`src/rtl/cmd_pkg.sv`:
```
// cmd_pkg: command/reply byte constants, message lengths and FSM encoding for the command channel.
// Message lengths grow by one when CMD_REPLY_CHECKSUM_EN is defined.
package cmd_pkg;
    localparam logic [7:0] CMD_ON    = 8'd79;
    localparam logic [7:0] CMD_OFF   = 8'd111;
    localparam logic [7:0] CMD_QUERY = 8'd63;
    localparam logic [7:0] ACK_CHAR  = 8'd75;
    localparam logic [7:0] ERR_CHAR  = 8'd69;
    localparam logic [7:0] CR_CHAR   = 8'd13;
    localparam logic [7:0] LF_CHAR   = 8'd10;
    localparam logic [7:0] PWR_BASE  = 8'h30;
`ifdef CMD_REPLY_CHECKSUM_EN
    localparam logic [2:0] LEN_ACK = 3'd6;
    localparam logic [2:0] LEN_ERR = 3'd5;
`else
    localparam logic [2:0] LEN_ACK = 3'd5;
    localparam logic [2:0] LEN_ERR = 3'd4;
`endif
    typedef enum logic {IDLE, SEND} state_t;

    function automatic logic is_known(input logic [7:0] c);
        return c == CMD_ON || c == CMD_OFF || c == CMD_QUERY;
    endfunction
endpackage

```
`src/rtl/cmd_reply_tx_byte_sel.sv`:
```
// reply_byte_sel: picks the reply byte for a given message index.
// The checksum slot is only reachable when the lengths include it (CMD_REPLY_CHECKSUM_EN).
module reply_byte_sel
    import cmd_pkg::*;
(
    input  logic [7:0] cmd,
    input  logic       rec,
    input  logic [2:0] idx,
    input  logic       pwr,
    input  logic [7:0] csum,
    output logic [7:0] data
);
    logic [2:0] len;
    always_comb begin
        len  = rec ? LEN_ACK : LEN_ERR;
        data = idx == len - 3'd1 ? LF_CHAR :
               idx == len - 3'd2 ? CR_CHAR :
               idx == 3'd0       ? (rec ? ACK_CHAR : ERR_CHAR) :
               idx == 3'd1       ? cmd :
               (idx == 3'd2 && rec) ? (PWR_BASE | {7'd0, pwr}) : csum;
    end
endmodule

```
`src/rtl/cmd_reply_tx.sv`:
```
// cmd_reply_tx: turns each command byte into an ASCII reply streamed over valid/ready,
// with a one-deep pending slot; CMD_REPLY_CHECKSUM_EN adds an XOR byte before CR.
module cmd_reply_tx
    import cmd_pkg::*;
(
    input  logic       Clock,
    input  logic       Reset,
    input  logic [7:0] Cmd,
    input  logic       CmdValid,
    input  logic       ADCPower,
    output logic [7:0] TxData,
    output logic       TxValid,
    input  logic       TxReady,
    output logic       Busy,
    output logic       CmdDropped
);
    state_t     state_q, state_d;
    logic [7:0] cmd_q, cmd_d, pend_q, pend_d, csum_q, csum_d, sel_byte, nxt;
    logic [2:0] idx_q, idx_d, len;
    logic       rec_q, rec_d, pend_v_q, pend_v_d, pwr_q, pwr_d, stall_q, stall_d;
    logic       busy_q, busy_d, drop_q, drop_d, xfer, last, pwr_use;

    // Power is taken live on the first cycle a byte is shown, then frozen while stalled.
    assign pwr_use = stall_q ? pwr_q : ADCPower;

    reply_byte_sel u_sel (
        .cmd (cmd_q),
        .rec (rec_q),
        .idx (idx_q),
        .pwr (pwr_use),
        .csum(csum_q),
        .data(sel_byte)
    );

    always_comb begin
        len      = rec_q ? LEN_ACK : LEN_ERR;
        xfer     = state_q == SEND && TxReady;
        last     = xfer && idx_q == len - 3'd1;
        nxt      = (last && pend_v_q) ? pend_q : Cmd;
        state_d  = state_q;
        cmd_d    = cmd_q;
        rec_d    = rec_q;
        idx_d    = xfer ? idx_q + 3'd1 : idx_q;
        csum_d   = xfer ? csum_q ^ sel_byte : csum_q;
        pend_v_d = pend_v_q;
        pend_d   = pend_q;
        drop_d   = 1'b0;
        pwr_d    = pwr_use;
        stall_d  = state_q == SEND && !TxReady;
        if (state_q == IDLE || last) begin
            if ((last && pend_v_q) || CmdValid) begin
                state_d = SEND;
                cmd_d   = nxt;
                rec_d   = is_known(nxt);
                idx_d   = 3'd0;
                csum_d  = 8'd0;
            end else
                state_d = IDLE;
            if (last && pend_v_q) begin
                pend_v_d = CmdValid;
                pend_d   = Cmd;
            end
        end else if (CmdValid) begin
            drop_d   = pend_v_q;
            pend_v_d = 1'b1;
            pend_d   = pend_v_q ? pend_q : Cmd;
        end
        busy_d = state_d != IDLE || pend_v_d;
    end

    always_ff @(posedge Clock) begin
        if (Reset) begin
            state_q  <= IDLE;
            cmd_q    <= 8'd0;
            rec_q    <= 1'b0;
            idx_q    <= 3'd0;
            csum_q   <= 8'd0;
            pend_v_q <= 1'b0;
            pend_q   <= 8'd0;
            pwr_q    <= 1'b0;
            stall_q  <= 1'b0;
            busy_q   <= 1'b0;
            drop_q   <= 1'b0;
        end else begin
            state_q  <= state_d;
            cmd_q    <= cmd_d;
            rec_q    <= rec_d;
            idx_q    <= idx_d;
            csum_q   <= csum_d;
            pend_v_q <= pend_v_d;
            pend_q   <= pend_d;
            pwr_q    <= pwr_d;
            stall_q  <= stall_d;
            busy_q   <= busy_d;
            drop_q   <= drop_d;
        end
    end

    assign TxValid    = state_q == SEND;
    assign TxData     = TxValid ? sel_byte : 8'd0;
    assign Busy       = busy_q;
    assign CmdDropped = drop_q;
endmodule

```
`config.mk`:
```
export PLATFORM = sky130hd
export DESIGN_NAME = cmd_reply_tx
export DESIGN_NICKNAME = d
export VERILOG_FILES = /design/src/rtl/cmd_pkg.sv /design/src/rtl/cmd_reply_tx_byte_sel.sv /design/src/rtl/cmd_reply_tx.sv
export SDC_FILE = /design/constraint.sdc
export NUM_CORES = 1
export LEC_CHECK = 0
export ABC_CLOCK_PERIOD_IN_PS = 2800
export CAP_MARGIN = 20
export CORE_UTILIZATION = 45
export CTS_CLUSTER_SIZE = 14
export DETAILED_ROUTE_END_ITERATION = 12
export PLACE_DENSITY_LB_ADDON = 0.05
export SYNTH_ARGS = -nofsm -noshare
export SYNTH_HDL_FRONTEND = slang
export SYNTH_HIERARCHICAL = 1
export SYNTH_SLANG_ARGS = --single-unit
export TNS_END_PERCENT = 20
```
`constraint.sdc`:
```
create_clock -name Clock -period 2.8 [get_ports Clock]
set_clock_uncertainty 0.15 [all_clocks]
set_input_delay 0.28 -clock Clock [delete_from_list [all_inputs] [get_ports Clock]]
set_output_delay 0.28 -clock Clock [all_outputs]
set_load 0.005 [all_outputs]
```
==> results of run 1 <==
-- worst min path at each step --
stage / cells after the start / slack (ns) / end / startpoint
5_1_grt: 2 / 0.37 / pend_q[1] / pend_q[1]
6_report: 2 / 0.33 / pend_q[1] / pend_q[1]
3_3_place_gp: 2 / 0.31 / pend_q[1] / pend_q[1]
4_1_cts: 2 / 0.34 / pend_q[1] / pend_q[1]
2_1_floorplan: 2 / 0.28 / pend_q[4] / Cmd[4]
3_5_place_dp: 2 / 0.32 / pend_q[1] / pend_q[1]
-- metrics by stage --
step | total power (W) | util
after global routing | 0.00109 | 0.553
after global placement | 0.000673 | 0.530
final | 0.00104 | 0.553
after detailed placement | 0.000677 | 0.530
after floorplan | 0.000624 | -
after CTS | 0.00106 | 0.553
-- state kept, by name, summed over array words and instances (netlist names) --
name and count:
csum_q 8, pend_v_q 1, stall_q 1, TxValid 1
cmd_q 8, rec_q 1, CmdDropped 1, pwr_q 1
pend_q 8, idx_q 3, Busy 1
-- synth_stat cells (2+ instances only) --
| cell type | instances |
|---|---|
| dfxtp_1 | 34 |
| nand2b_1 | 23 |
| nor2_1 | 23 |
| mux2i_1 | 21 |
| nand2_1 | 13 |
| a21oi_1 | 9 |
| and2_1 | 9 |
| xor2_1 | 9 |
| a211oi_1 | 7 |
| buf_6 | 6 |
| nand3_1 | 5 |
| clkbuf_1 | 4 |
| inv_1 | 4 |
| o21ai_0 | 4 |
| o22ai_1 | 4 |
| o211ai_1 | 3 |
| a2111oi_0 | 2 |
| a21o_1 | 2 |
| and2b_2 | 2 |
| nand3b_1 | 2 |
| nor2b_1 | 2 |
-- cell type report --
class	count	share of cell area
clock buffers	7	0.0385
clock inverters	1	0.00223
inverters	4	0.00669
multi-input cells	162	0.495
flip-flops and latches	34	0.303
well taps	50	0.0279
repair buffers	30	0.126
-- worst max-delay path: cells and delay by family (launching register included) --
family	cells	cell delay, ns
AO/OA/AOI/OAI	1	0.28
buffers and inverters	1	0.44
AND/OR/NAND/NOR	3	0.52
flip-flops	1	0.62
-- layer usage --
| layer | vias to the layer above | track usage | share of wire |
|---|---|---|---|
| li1 | 784 | - | - |
| met1 | 702 | 0.239 | 0.48 |
| met2 | 27 | 0.319 | 0.48 |
| met3 | 5 | 0.0405 | 0.029 |
| met4 | 0 | 0.0638 | 0.011 |
| met5 | - | 0 | 0 |
-- kinds of logic (layout without fill, tap and decap cells) --
logic type | Yosys count | after routing | synth area share
compound gates | 42 | 42 | 0.162
mux | 22 | 22 | 0.116
fa+ha+maj | 1 | 1 | 0.00653
simple gates | 87 | 87 | 0.250
xor+xnor | 10 | 10 | 0.0457
flops | 34 | 34 | 0.355
buf+inv | 17 | 42 | 0.0647
-- power by group --
part | total [W] | switching (W) | leakage, nW | internal (W)
logic | 0.000136 | 0.0000599 | 0.592 | 0.0000756
registers | 0.000529 | 0.0000218 | 0.278 | 0.000507
clock network | 0.000378 | 0.000180 | 0.0482 | 0.000199
total | 0.00104 | 0.000261 | 0.918 | 0.000781
-- cells in the final DEF, fill, tap and decap left out, types with 2 or more instances in the layout --
cell | netlist | layout
a2111oi_0 | 2 | 2
xor2_1 | 9 | 9
a21o_1 | 2 | 2
clkbuf_8 | 1 | 6
nand3b_1 | 2 | 2
nor2_1 | 23 | 23
a21oi_1 | 9 | 9
clkdlybuf4s50_1 | 0 | 23
and2b_2 | 2 | 2
nand2_1 | 13 | 13
a211oi_1 | 7 | 7
inv_1 | 4 | 4
o22ai_1 | 4 | 4
mux2i_1 | 21 | 21
nand2b_1 | 23 | 23
o211ai_1 | 3 | 3
and2_1 | 9 | 9
buf_4 | 1 | 7
nor2b_1 | 2 | 2
nand3_1 | 5 | 5
dfxtp_1 | 34 | 34
o21ai_0 | 4 | 4
==> impl_metrics.json, run 1 <==
{
  "outcome": "finished clean",
  "arrival_ns": 2.15,
  "drive_gt1_frac": 0.105,
  "boundaryPins": 24,
  "die_y_um": 67.2,
  "max_stage_delay_ns": 0.62,
  "grt_setup_unrepaired": "false",
  "multi_input_area_sq_mm": 0.00111,
  "endpoint_kind": "output pin",
  "clk_latency_ns": 0.28,
  "cts_num_sinks": 34,
  "relSlewSlack": 0.643,
  "start_util": 0.472,
  "r2r_setup_slack_ns": 0.65,
  "fin_crit_sh": 0.921,
  "rr_startpoint": "idx_q[0]",
  "fin_area_sq_mm": 0.00224,
  "grt_max_degree": 25,
  "fillers": 382,
  "crit_end": "TxData[3]",
  "fin_setup_tns_ns": 0,
  "drv_cap": 0,
  "slew_viol_final": 0,
  "diodes": 0,
  "finalHoldViolCount": 0,
  "async_flop_share": 0,
  "stdcell_count": 288,
  "cts_htree_levels": 2,
  "cts.clk_slew.worst_paths_ns": 0.07,
  "core-area_sq_mm": 0.00406,
  "crit_fanout": 16,
  "overflow": 0,
  "worstPathRequired_ns": 2.37,
  "startpoint": "idx_q[1]",
  "dieWidth_um": 67.2,
  "wl_per_cell_um": 13.2,
  "viasPerCell": 5.27,
  "drcViolationCount": 0,
  "dominantRegCellSynth": "dfxtp_1",
  "synth_top_cell_area_share": 0.355,
  "r2r.worst_path.cells": 6,
  "synthDistinctLibCells": 46,
  "cts.path.max_buffers": 2,
  "place_ws_ns": 0.428,
  "setup-violations-final": 0,
  "fin_ws_ns": 0.223,
  "powerDensity_mw_per_mm2": 465,
  "r2r_end": "pend_q[2]",
  "ys_warn_count": 6,
  "grt_usage": 0.190,
  "fp-row-count": 23,
  "synth.avg_cell_area_sq_um": 8.99,
  "fmax_mhz": 388,
  "synthToLayoutAreaGrowth_pct": 17.1,
  "vias": 1518,
  "antenna_left": 0,
  "finalNetCount": 251,
  "placed_area_sq_mm": 0.00215,
  "min_path_type": "register to register",
  "antenna_found_initial": 0,
  "crit_type": "register to output pin",
  "syn_nets": 227,
  "syn_inst": 213,
  "synthTopCellsByArea": "dfxtp_1 (36%), mux2i_1 (11%), nand2b_1 (7.5%)",
  "yosysTopAreaCell": "dfxtp_1",
  "cts_root_buffer": "clkbuf_8",
  "dr.first_iter.drc_count": 54,
  "synth_edf_count": 0,
  "cts_resized": 0,
  "p_leak_nw": 0.918,
  "max_slew.worst_pin.slew_ns": 0.536,
  "postCtsSetupRepairBufs": 0,
  "whs_ns": 0.330,
  "vdd.ir_drop.worst_uv": 298,
  "hold_buffers": 0,
  "cts_tree": "yes",
  "totalWireLength_um": 3810,
  "grt_pass1_vias": 1415,
  "place_congestion": 0.799,
  "period_needed_ns": 2.58,
  "slowest_stage": "dfxtp_1",
  "die_area_sq_mm": 0.00452,
  "synthesis.area_sq_mm": 0.00192,
  "grt_pass1_wl_um": 6430,
  "startpoint_type": "register",
  "seq_area_sq_um": 681,
  "dp.cells": 280,
  "hpwl_um": 2860,
  "synth_seq_cells": 34,
  "io_buffers": 23,
  "firstDrtPassIters": 4,
  "synth_seq_area_share": 0.355,
  "cts_inserted_buffers": 5,
  "crit_chain": "nand2b_2, nor2_1, a211o_1, and2_1, clkdlybuf4s50_1"
}
(Power assumes the default switching activity.)
==> run 2: changes to the inputs <==
ABC_CLOCK_PERIOD_IN_PS = unset   (was 2800)
==> results of run 2 <==
The final DEF is identical to that of run 1; final timing and power are the same.
